**config.mk**
```make
export PLATFORM = sky130hd
export DESIGN_NAME = frame_scanout_flat
export DESIGN_NICKNAME = d
export VERILOG_FILES = /design/src/rtl/frame_scanout_if.sv /design/src/rtl/frame_scanout.sv /design/src/flat_wrapper.sv
export SDC_FILE = /design/constraint.sdc
export NUM_CORES = 1
export LEC_CHECK = 0
export ABC_AREA = 0
export CAP_MARGIN = 10
export CELL_PAD_IN_SITES_DETAIL_PLACEMENT = 0
export CELL_PAD_IN_SITES_GLOBAL_PLACEMENT = 1
export CORE_UTILIZATION = 35
export CTS_BUF_LIST = sky130_fd_sc_hd__clkbuf_4
export DETAILED_ROUTE_END_ITERATION = 10
export PLACE_DENSITY_LB_ADDON = 0.1
export REMOVE_ABC_BUFFERS = 1
export SLEW_MARGIN = 20
export SYNTH_ARGS = -nofsm -noshare
export SYNTH_HDL_FRONTEND = slang
export SYNTH_SLANG_ARGS = --single-unit
```
**constraint.sdc**
```tcl
create_clock -name clk -period 6.5 [get_ports clk]
set_input_delay 1.3 -clock clk [delete_from_list [all_inputs] [get_ports clk]]
set_output_delay 1.3 -clock clk [all_outputs]
set_load 0.01 [all_outputs]
```
**src/rtl/frame_scanout_if.sv**
```systemverilog
// Frame-buffer read port plus the DAC-facing video outputs of the scanout block.
// The master side (frame_scanout) issues reads and drives the video signals;
// the slave side returns read data and consumes the video stream.
interface frame_scanout_if #(
  parameter int COLOR_W = 8
);
  logic               rd_req;
  logic [10:0]        rd_x;
  logic [10:0]        rd_y;
  logic [COLOR_W-1:0] rd_data;
  logic [COLOR_W-1:0] pixel;
  logic               hsync_n;
  logic               vsync_n;
  logic               blank_n;
  logic               frame_start;

  modport master (
    output rd_req, rd_x, rd_y, pixel, hsync_n, vsync_n, blank_n, frame_start,
    input  rd_data
  );

  modport slave (
    input  rd_req, rd_x, rd_y, pixel, hsync_n, vsync_n, blank_n, frame_start,
    output rd_data
  );
endinterface

```
**src/rtl/frame_scanout.sv**
```systemverilog
// Read side of the frame buffer: sweeps VGA raster timing, issues one read per
// visible pixel and delays blank/sync/frame-start by the buffer read latency so
// they line up with the returned pixel data at the DAC.
module frame_scanout #(
  parameter int H_ACTIVE = 640,
  parameter int H_FP     = 16,
  parameter int H_SYNC   = 96,
  parameter int H_BP     = 48,
  parameter int V_ACTIVE = 480,
  parameter int V_FP     = 10,
  parameter int V_SYNC   = 2,
  parameter int V_BP     = 33,
  parameter int RD_LAT   = 2,
  parameter int COLOR_W  = 8
) (
  input  logic             clk,
  input  logic             reset_n,
  input  logic             enable,
  frame_scanout_if.master  bus
);

  localparam int H_TOTAL = H_ACTIVE + H_FP + H_SYNC + H_BP;
  localparam int V_TOTAL = V_ACTIVE + V_FP + V_SYNC + V_BP;

  localparam logic [10:0] H_LAST   = 11'(H_TOTAL - 1);
  localparam logic [10:0] V_LAST   = 11'(V_TOTAL - 1);
  localparam logic [10:0] H_ACT    = 11'(H_ACTIVE);
  localparam logic [10:0] V_ACT    = 11'(V_ACTIVE);
  localparam logic [10:0] HS_START = 11'(H_ACTIVE + H_FP);
  localparam logic [10:0] HS_END   = 11'(H_ACTIVE + H_FP + H_SYNC);
  localparam logic [10:0] VS_START = 11'(V_ACTIVE + V_FP);
  localparam logic [10:0] VS_END   = 11'(V_ACTIVE + V_FP + V_SYNC);

  logic [10:0] hCnt_q, hCnt_d;
  logic [10:0] vCnt_q, vCnt_d;

  logic vis, hs, vs, fs;

  logic [RD_LAT-1:0] visPipe_q;
  logic [RD_LAT-1:0] hsPipe_q;
  logic [RD_LAT-1:0] vsPipe_q;
  logic [RD_LAT-1:0] fsPipe_q;

  logic               visOut;
  logic [COLOR_W-1:0] pixelOut;

  // Raster position advance: dropping enable parks the scan at the origin.
  always_comb begin
    hCnt_d = hCnt_q;
    vCnt_d = vCnt_q;
    if (!enable) begin
      hCnt_d = '0;
      vCnt_d = '0;
    end else if (hCnt_q == H_LAST) begin
      hCnt_d = '0;
      vCnt_d = (vCnt_q == V_LAST) ? '0 : vCnt_q + 11'd1;
    end else begin
      hCnt_d = hCnt_q + 11'd1;
    end
  end

  // Raster counters.
  always_ff @(posedge clk or negedge reset_n) begin
    if (!reset_n) begin
      hCnt_q <= '0;
      vCnt_q <= '0;
    end else begin
      hCnt_q <= hCnt_d;
      vCnt_q <= vCnt_d;
    end
  end

  // Stage 0 decode straight off the counters. The read strobe is also gated by
  // reset so no read goes out while the counters are being held at the origin.
  assign vis = (hCnt_q < H_ACT) && (vCnt_q < V_ACT);
  assign hs  = (hCnt_q >= HS_START) && (hCnt_q < HS_END);
  assign vs  = (vCnt_q >= VS_START) && (vCnt_q < VS_END);
  assign fs  = (hCnt_q == '0) && (vCnt_q == '0) && enable;

  assign bus.rd_req = vis && enable && reset_n;
  assign bus.rd_x   = vis ? hCnt_q : '0;
  assign bus.rd_y   = vis ? vCnt_q : '0;

  // Delay line matching the buffer read latency; flushed whenever scanning stops.
  always_ff @(posedge clk or negedge reset_n) begin
    if (!reset_n) begin
      visPipe_q <= '0;
      hsPipe_q  <= '0;
      vsPipe_q  <= '0;
      fsPipe_q  <= '0;
    end else if (!enable) begin
      visPipe_q <= '0;
      hsPipe_q  <= '0;
      vsPipe_q  <= '0;
      fsPipe_q  <= '0;
    end else begin
      visPipe_q[0] <= vis;
      hsPipe_q[0]  <= hs;
      vsPipe_q[0]  <= vs;
      fsPipe_q[0]  <= fs;
      for (int i = 1; i < RD_LAT; i++) begin
        visPipe_q[i] <= visPipe_q[i-1];
        hsPipe_q[i]  <= hsPipe_q[i-1];
        vsPipe_q[i]  <= vsPipe_q[i-1];
        fsPipe_q[i]  <= fsPipe_q[i-1];
      end
    end
  end

  // Output side: read data is only shown during the visible window.
  assign visOut   = visPipe_q[RD_LAT-1];
  assign pixelOut = visOut ? bus.rd_data : '0;

  assign bus.pixel       = pixelOut;
  assign bus.blank_n     = visOut;
  assign bus.hsync_n     = ~hsPipe_q[RD_LAT-1];
  assign bus.vsync_n     = ~vsPipe_q[RD_LAT-1];
  assign bus.frame_start = fsPipe_q[RD_LAT-1];

endmodule
```
**src/flat_wrapper.sv**
```systemverilog
// flat-port wrapper written by rule: the top's interface ports become plain ports
module frame_scanout_flat 
#(
  parameter int H_ACTIVE = 640,
  parameter int H_FP     = 16,
  parameter int H_SYNC   = 96,
  parameter int H_BP     = 48,
  parameter int V_ACTIVE = 480,
  parameter int V_FP     = 10,
  parameter int V_SYNC   = 2,
  parameter int V_BP     = 33,
  parameter int RD_LAT   = 2,
  parameter int COLOR_W  = 8
)
  (clk, reset_n, enable, bus_rd_req, bus_rd_x, bus_rd_y, bus_pixel, bus_hsync_n, bus_vsync_n, bus_blank_n, bus_frame_start, bus_rd_data);
  frame_scanout_if #(.COLOR_W(COLOR_W)) bus_i ();
  input  logic clk;
  input  logic reset_n;
  input  logic enable;
  output wire logic [$bits(bus_i.rd_req)-1:0] bus_rd_req;
  output wire logic [$bits(bus_i.rd_x)-1:0] bus_rd_x;
  output wire logic [$bits(bus_i.rd_y)-1:0] bus_rd_y;
  output wire logic [$bits(bus_i.pixel)-1:0] bus_pixel;
  output wire logic [$bits(bus_i.hsync_n)-1:0] bus_hsync_n;
  output wire logic [$bits(bus_i.vsync_n)-1:0] bus_vsync_n;
  output wire logic [$bits(bus_i.blank_n)-1:0] bus_blank_n;
  output wire logic [$bits(bus_i.frame_start)-1:0] bus_frame_start;
  input wire logic [$bits(bus_i.rd_data)-1:0] bus_rd_data;
  assign bus_rd_req = bus_i.rd_req;
  assign bus_rd_x = bus_i.rd_x;
  assign bus_rd_y = bus_i.rd_y;
  assign bus_pixel = bus_i.pixel;
  assign bus_hsync_n = bus_i.hsync_n;
  assign bus_vsync_n = bus_i.vsync_n;
  assign bus_blank_n = bus_i.blank_n;
  assign bus_frame_start = bus_i.frame_start;
  assign bus_i.rd_data = bus_rd_data;
  frame_scanout #(.H_ACTIVE(H_ACTIVE), .H_FP(H_FP), .H_SYNC(H_SYNC), .H_BP(H_BP), .V_ACTIVE(V_ACTIVE), .V_FP(V_FP), .V_SYNC(V_SYNC), .V_BP(V_BP), .RD_LAT(RD_LAT), .COLOR_W(COLOR_W)) u_core (.clk(clk), .reset_n(reset_n), .enable(enable), .bus(bus_i));
endmodule
```
==> results.yml, run 1 <==
floorplan:
  die_x_um: 73.02
  die_area_sq_um: 5332
  pin_count: 46
  die_h_um: 73.02
  rows: 25
  core_area_sq_um: 4786
  start_util: 0.3689
yosys:
  syn_avg_cell_area_sq_um: 9.391
  synthArstFlopShare: 1.000
  ys_types: 45
  yosys_warnings: 0
  ys_ff_latch: 30
  syn_inst: 188
  synth-edff-count: 0
  ys_seq_area_frac: 0.4252
  synth-main-ff-cell: "dfrtp_1"
  synth_area_sq_um: 1765
global_route:
  antenna_found_initial: 0
  grt_pass1_wl_um: 6844
  grt_start_max_net_pins: 32
  track_usage: 0.1725
  grt_overflow: 0
  first_global_vias: 1388
routing:
  drt_drc_violations_left: 0
  wire_per_inst_um: 14.21
  dr.pass1.iters: 4
  routed_wl_um: 4236
  via_per_inst: 5.128
  drt_iter0_drc: 89
  dr_total_vias: 1528
  ant_nets: 0
layout:
  fill_cells: 463
  fin_nets: 245
  stdcell_area_sq_um: 2282
  area_growth_syn_to_layout_pct: 29.27
  antennaDiodeCount: 0
  layout.cells.non_filler: 298
  drive_gt1_frac: 0.06926
sta:
  min_period_ns: 4.199
  setup-tns-final_ns: 0
  final.setup_skew_ns: 0.004543
  rsz0062_at_grt: "no"
  setup_viol: 0
  finalHoldViolations: 0
  finalMaxSlewViolations: 0
  tightest_slew_ns: 0.7367
  max_slew_margin: 0.5072
  fmax_mhz: 238.2
  timing.final.crit_share: 0.6460
setup_path:
  worstSetupEndpointType: "primary output"
  path_max_fanout: 16
  critPathKind: "in -> out"
  critPathArrivalTime_ns: 2.90
  ff2ff_setup_slack_ns: 4.04
  critPathLaunchType: "primary input"
  r2r-start: "u_core.vCnt_q[0]"
  worst-endpoint-required_ns: 5.20
  rr_worst_depth: 6
  r2r-end: "u_core.vCnt_q[3]"
status:
  outcome: "finished clean"
min_path:
  worstHoldPathCells: 1
  hold_path.class: "reg -> reg"
  worstHoldStart: "u_core.vsPipe_q[0]"
  min_to: "u_core.vsPipe_q[1]"
cts:
  cts_root_buf: "clkbuf_4"
  hold_buffers: 0
  cts_setup_buffers: 0
  clock_latency_ns: 0.33
  htree_num_levels: 2
  path_clk_slew_ns: 0.09
  cts_made_buffers: 5
  clockBufferDepth: 2
  cts_resized: 0
  clkSinkCount: 30
  cts_tree: "built"
placement:
  dp.cells: 290
  hpwl_um: 3021
  gp_congestion: 0.7902
  post_dp_cell_area_sq_um: 2228
  portBuffers: 42
power_and_ir_drop:
  p_per_area_nw_per_um2: 153.2
  p_seq_frac: 0.560
  p_comb_frac: 0.129
  switching_share: 0.2557
  clockPowerShare: 0.311
  p_int_w: 0.0002602
  irDropWorstVdd_mv: 0.08924
  p_switching_w: 0.00008940
  leakage_nw: 0.9174
job:
  maxCapViolations: 0
==> worst max-delay path by stage <==
stage	from	end	slack, ns	cells after the start
after floorplan	reset_n	bus_rd_req	3.72	1
after global placement	enable	bus_rd_req	2.29	3
after detailed placement	enable	bus_rd_req	2.29	3
after CTS	reset_n	bus_rd_req	2.29	4
after global routing	enable	bus_rd_req	2.21	3
final	enable	bus_rd_req	2.30	3
==> layout make-up <==
cell class / instances / area [sq um] / area share
Inverter: 11 / 41.29 / 0.01809
Clock buffer: 6 / 45.04 / 0.01974
Tap cell: 67 / 83.83 / 0.03673
Multi-Input combinational cell: 138 / 917.1 / 0.4019
Clock inverter: 2 / 8.758 / 0.003838
Sequential cell: 30 / 750.7 / 0.3289
Timing Repair Buffer: 44 / 435.4 / 0.1908
==> cells in the mapped netlist, drive strengths merged, types with 3 or more instances <==
cell,instances,share of area
or3,3,0.013
ha,4,0.028
buf,5,0.023
o21a,3,0.013
and3,5,0.018
o21ai,6,0.017
nor2b,3,0.011
inv,11,0.023
nor2,11,0.023
nand3,6,0.017
nand2,5,0.011
clkbuf,6,0.013
nand4,6,0.021
nor3,8,0.023
o311ai,3,0.015
o31ai,3,0.016
a22o,3,0.015
nor4,6,0.021
and2,34,0.12
xnor2,5,0.025
dfrtp,30,0.43
==> per-layer routing <==
metal  share of wire  track usage  up-vias  wire (um)
met5               0            0        -          0
met4           0.012      0.05664        0         52
met3           0.069      0.05249        6        292
met2            0.47       0.2788       55       1995
met1            0.45       0.2192      721       1896
li1                -            -      746          -
==> logic make-up after synthesis <==
kind of cell / Yosys count / synth area share
adders and majority gates: 4 / 0.02835
AOI/OAI and AO/OA: 27 / 0.1219
buffers and inverters: 22 / 0.05953
muxes: 1 / 0.005670
DFF: 30 / 0.4252
other: 1 / 0.002124
and+or+nand+nor: 96 / 0.3225
xor gates and xnor gates: 7 / 0.03473
==> worst max-delay path, stage by stage <==
cell and delay, ns:
clkdlybuf4s50_1 0.83, and3_1 0.24, clkdlybuf4s50_1 0.53
==> through the flow <==
stage               hold slack [ns]    util  setup WS, ns  total power, W
finish                       0.4710  0.4769         2.301       0.0003496
CTS                          0.4748  0.4769         2.289       0.0003572
global route                 0.4943  0.4769         2.209       0.0003717
floorplan                    0.4336       -         3.720       0.0002183
detailed placement           0.4525  0.4656         2.289       0.0002458
global placement             0.4381  0.4656         2.287       0.0002447
==> registers in the layout, summed over array words and instances (netlist names) <==
register,flops
u_core.fsPipe_q,2
u_core.hCnt_q,11
u_core.hsPipe_q,2
u_core.vCnt_q,11
u_core.visPipe_q,2
u_core.vsPipe_q,2
==> power groups by stage <==
stage	Sequential [W]	Combinational, W	Clock [W]
CTS	0.000196	0.0000461	0.000115
global route	0.000197	0.0000500	0.000125
detailed placement	0.000200	0.0000461	0
global placement	0.000199	0.0000454	0
floorplan	0.000198	0.0000199	0
finish	0.000196	0.0000451	0.000109
==> layout by cell type (no fill, tap or decap), types with 2 or more instances in the layout <==
cell	instances
and3_1	5
o311ai_1	2
xor2_1	2
nand4_1	6
and2_1	34
buf_4	2
o21a_1	3
nor4b_1	2
nand2_1	5
clkdlybuf4s50_1	42
o31ai_1	2
inv_1	11
ha_1	4
clkbuf_4	6
dfrtp_1	30
nor3_1	8
nor4_1	6
conb_1	3
nor2_1	11
a21oi_1	2
nand3_1	6
o21ai_0	5
or3_1	2
xnor2_1	5
a22o_1	3
nor2b_1	3
(Power assumes the default switching activity.)
==> run 2: changes to the inputs <==
CORE_UTILIZATION = 34   (was 35)
clock period = 3.65 ns   (was 6.5 ns; I/O delays follow)
==> run 2 against run 1 <==
Die area rose by 2.9%. Via count is 0.52% higher. Largest cell class unchanged. First-iteration DRC count rose by 29%. Critical path type is now reg -> out. Sequential power up 78%.
==> results.yml, run 2 (synthesis gave the netlist of run 1 again) <==
status:
  outcome: "finished clean"
sta:
  final.setup_skew_ns: 0.01072
  max_slew_margin: 0.5038
  rsz0062_at_grt: "no"
  tightest_slew_ns: 0.7417
  finalMaxSlewViolations: 0
  min_period_ns: 3.073
  finalHoldViolations: 0
  setup_viol: 0
  fmax_mhz: 325.4
  setup-tns-final_ns: 0
  timing.final.crit_share: 0.8419
global_route:
  grt_start_max_net_pins: 31
  grt_overflow: 0
  grt_pass1_wl_um: 7486
  antenna_found_initial: 0
  first_global_vias: 1517
  track_usage: 0.1830
cts:
  htree_num_levels: 2
  cts_resized: 0
  cts_tree: "built"
  cts_setup_buffers: 0
  clock_latency_ns: 0.34
  clockBufferDepth: 2
  cts_made_buffers: 5
  hold_buffers: 0
  clkSinkCount: 30
  path_clk_slew_ns: 0.10
  cts_root_buf: "clkbuf_4"
power_and_ir_drop:
  switching_share: 0.2644
  p_seq_frac: 0.551
  irDropWorstVdd_mv: 0.1368
  p_switching_w: 0.0001669
  p_per_area_nw_per_um2: 275.7
  clockPowerShare: 0.316
  leakage_nw: 0.9222
  p_int_w: 0.0004644
  p_comb_frac: 0.133
setup_path:
  path_max_fanout: 21
  critPathArrivalTime_ns: 2.34
  critPathLaunchType: "register"
  ff2ff_setup_slack_ns: 1.18
  critPathKind: "reg -> out"
  worstSetupEndpointType: "primary output"
  worst-endpoint-required_ns: 2.92
layout:
  drive_gt1_frac: 0.07328
  final_util: 0.4723
  area_growth_syn_to_layout_pct: 29.70
  top_regs: "u_core.hCnt_q (11), u_core.vCnt_q (11)"
  fin_nets: 246
  antennaDiodeCount: 0
  most-common-layout-cells: "clkdlybuf4s50_1, and2_1, dfrtp_1"
  final_common_cell: "clkdlybuf4s50_1"
floorplan:
  die_x_um: 74.06
  rows: 25
  die_h_um: 74.06
  pin_count: 46
  core_area_sq_um: 4848
  start_util: 0.3641
  die_area_sq_um: 5485
routing:
  ant_nets: 0
  via_per_inst: 5.137
  routed_wl_um: 4503
  dr.pass1.iters: 4
  dr_total_vias: 1536
  drt_iter0_drc: 115
  drt_drc_violations_left: 0
  wire_per_inst_um: 15.06
job:
  maxCapViolations: 0
placement:
  gp_congestion: 0.9092
  hpwl_um: 3174
  portBuffers: 42
min_path:
  hold_path.class: "reg -> reg"
==> run 2: changes by cell type in the layout (fill, tap and decap cells not counted) <==
cell	previous run	this run
buf_4	2	3
==> run 2: final timing paths <==
path / startpoint / to / depth (start not counted)
worst max-delay path: u_core.hCnt_q[8] / bus_rd_req / 4
worst min-delay path: u_core.visPipe_q[0] / u_core.visPipe_q[1] / 1
worst max register to register: u_core.vCnt_q[0] / u_core.vCnt_q[3] / 6
worst min register to register: u_core.visPipe_q[0] / u_core.visPipe_q[1] / 1
max in group asynchronous: reset_n / u_core.vsPipe_q[1] / 2
min in group asynchronous: reset_n / u_core.visPipe_q[1] / 2
==> run 2: critical path: stages, from the launching register on <==
cell and delay, ns:
dfrtp_1 0.46, o21ai_0 0.21, and3_1 0.56, and3_1 0.23, clkdlybuf4s50_1 0.53
==> run 2: final cells by class <==
class	instances	area [sq um]
fillers	466	2559
multi-input cells	138	917.1
flip-flops and latches	30	750.7
repair buffers	45	442.9
well taps	67	83.83
clock buffers	6	45.04
inverters	11	41.29
clock inverters	2	8.758
==> run 2: power groups by stage <==
| stage | sequential [W] | combinational, W | clock [W] |
|---|---|---|---|
| finish | 0.000348 | 0.0000838 | 0.000199 |
| global placement | 0.000355 | 0.0000846 | 0 |
| floorplan | 0.000353 | 0.0000354 | 0 |
| detailed placement | 0.000355 | 0.0000852 | 0 |
| CTS | 0.000348 | 0.0000856 | 0.000208 |
| global route | 0.000350 | 0.0000925 | 0.000220 |
==> run 2: per-layer routing <==
layer | vias up | share of wire | global-route usage
li1 | 739 | - | -
met1 | 730 | 0.43 | 0.2168
met2 | 58 | 0.50 | 0.3232
met3 | 9 | 0.049 | 0.03930
met4 | 0 | 0.014 | 0.07051
met5 | - | 0 | 0
==> run 2: per-stage QoR <==
| step | total power, W | cells | cell area, sq um | setup WS [ns] | hold WS [ns] |
|---|---|---|---|---|---|
| after global routing | 0.0006623 | 299 | 2290 | 0.3903 | 0.5034 |
| after detailed placement | 0.0004401 | 291 | 2236 | 0.9218 | 0.4539 |
| after floorplan | 0.0003887 | 179 | 1709 | 1.495 | 0.4336 |
| final | 0.0006313 | 299 | 2290 | 0.5771 | 0.4730 |
| after global placement | 0.0004394 | 291 | 2236 | 0.9791 | 0.4364 |
| after CTS | 0.0006421 | 299 | 2290 | 0.5455 | 0.4788 |
==> run 3: changes to the inputs <==
clock period = 2.8 ns   (was 3.65 ns; I/O delays follow)
==> run 3 against run 2 <==
Global-route usage fell by 0.49 points. Worst setup slack got worse by 0.39 ns. Die area did not move. Clock skew fell by 0.0018 ns. Via count fell by 0.78%. Sequential share of layout area fell by 0.28 points. Register-to-register slack got worse by 0.74 ns. Count of clock-buffer cells in the layout rose by 1. Non-clock buffer count rose by 3. Final cell count rose by 0.67%. Critical endpoint unchanged. Largest power group unchanged. Highest routed layer unchanged.
==> results.yml, run 3 (synthesis gave the netlist of run 1 again) <==
floorplan:
  die_area_sq_um: 5485
  rows: 25
  die_x_um: 74.06
  die_h_um: 74.06
  core_area_sq_um: 4848
  start_util: 0.3641
  pin_count: 46
cts:
  clkSinkCount: 30
  cts_setup_buffers: 0
  cts_made_buffers: 5
  htree_num_levels: 2
  cts_tree: "built"
  clock_latency_ns: 0.33
  hold_buffers: 0
  cts_root_buf: "clkbuf_4"
  cts_resized: 0
  clockBufferDepth: 2
  path_clk_slew_ns: 0.09
sta:
  fmax_mhz: 382.8
  final.setup_skew_ns: 0.008951
  finalHoldViolations: 0
  finalMaxSlewViolations: 0
  rsz0062_at_grt: "no"
  timing.final.crit_share: 0.9330
  setup_viol: 0
  min_period_ns: 2.613
  setup-tns-final_ns: 0
setup_path:
  worstSetupEndpointType: "primary output"
  worst-endpoint-required_ns: 2.24
  critPathKind: "reg -> out"
  path_max_fanout: 19
  critPathLaunchType: "register"
  critPathArrivalTime_ns: 2.05
layout:
  drive_gt1_frac: 0.09402
  fin_nets: 249
  most-common-layout-cells: "clkdlybuf4s50_1, and2_1, dfrtp_1"
  final_common_cell: "clkdlybuf4s50_1"
  top_regs: "u_core.hCnt_q (11), u_core.vCnt_q (11)"
  area_growth_syn_to_layout_pct: 31.25
  antennaDiodeCount: 0
routing:
  wire_per_inst_um: 14.47
  dr_total_vias: 1524
  ant_nets: 0
  drt_drc_violations_left: 0
  drt_iter0_drc: 52
  routed_wl_um: 4355
  dr.pass1.iters: 4
  via_per_inst: 5.063
placement:
  portBuffers: 42
  hpwl_um: 3181
  gp_congestion: 0.8473
global_route:
  grt_pass1_wl_um: 7148
  grt_overflow: 0
  first_global_vias: 1485
  grt_start_max_net_pins: 31
  antenna_found_initial: 0
  track_usage: 0.1781
power_and_ir_drop:
  leakage_nw: 0.9336
  power_w: 0.0008171
  p_switching_w: 0.0001998
  p_per_area_nw_per_um2: 352.6
  switching_share: 0.2445
  clockPowerShare: 0.309
  p_int_w: 0.0006173
  irDropWorstVdd_mv: 0.1769
  p_comb_frac: 0.136
  p_seq_frac: 0.555
min_path:
  hold_path.class: "reg -> reg"
status:
  outcome: "finished clean"
job:
  maxCapViolations: 0
==> run 3: cell count changes in the layout (fill, tap and decap cells not counted), sizes merged <==
cell	before	now
clkinv	2	0
buf	3	6
clkbuf	6	7
==> run 3: worst paths after layout <==
| path | cells past startpoint | start | slack (ns) | to |
|---|---|---|---|---|
| worst max-delay path | 5 | u_core.hCnt_q[7] | 0.19 | bus_rd_req |
| worst max register to register | 7 | u_core.vCnt_q[0] | 0.44 | u_core.vCnt_q[3] |
| max in group asynchronous | 2 | reset_n | 1.80 | u_core.vCnt_q[8] |
| worst min register to register | 1 | u_core.visPipe_q[0] | 0.46 | u_core.visPipe_q[1] |
| min in group asynchronous | 2 | reset_n | 0.68 | u_core.vCnt_q[4] |
| worst min-delay path | 1 | u_core.visPipe_q[0] | 0.46 | u_core.visPipe_q[1] |
==> run 3: metrics by stage <==
stage | setup WS, ns | cells | instance area (sq um) | utilization | hold WS [ns]
after CTS | 0.1147 | 301 | 2311 | 0.4766 | 0.4640
after floorplan | 0.6453 | 179 | 1709 | - | 0.2644
after global placement | 0.4705 | 294 | 2258 | 0.4658 | 0.4369
final | 0.1875 | 301 | 2317 | 0.4779 | 0.4594
after detailed placement | 0.4667 | 294 | 2258 | 0.4658 | 0.4440
after global routing | 0.02589 | 301 | 2317 | 0.4779 | 0.4816
==> run 3: layout make-up <==
class                      instances  area, sq um
clock buffer                       7        52.55
fill                             481         2531
inverter                          11        41.29
multi-input combinational        138        917.1
sequential                        30        753.2
tap                               67        83.83
timing repair buffer              48        469.2
==> run 3: critical path, stage by stage, from the launching register on <==
cell and delay (ns):
dfrtp_1 0.45, o21ai_0 0.20, and3_1 0.22, buf_6 0.18
and3_1 0.16, clkdlybuf4s50_1 0.52
==> run 3: metal layers <==
metal / up-vias / track usage / routed length, um
met5: - / 0 / 0
met4: 0 / 0.08761 / 90
met3: 7 / 0.04472 / 267
met2: 52 / 0.3162 / 2176
met1: 716 / 0.1981 / 1821
li1: 749 / - / -
==> run 3: power groups by stage <==
| stage | Combinational, W | Sequential [W] | Clock (W) |
|---|---|---|---|
| after detailed placement | 0.000112 | 0.000463 | 0 |
| after CTS | 0.000113 | 0.000454 | 0.000266 |
| after global placement | 0.000111 | 0.000462 | 0 |
| after floorplan | 0.0000461 | 0.000461 | 0 |
| after global routing | 0.000123 | 0.000455 | 0.000285 |
| final | 0.000111 | 0.000454 | 0.000252 |
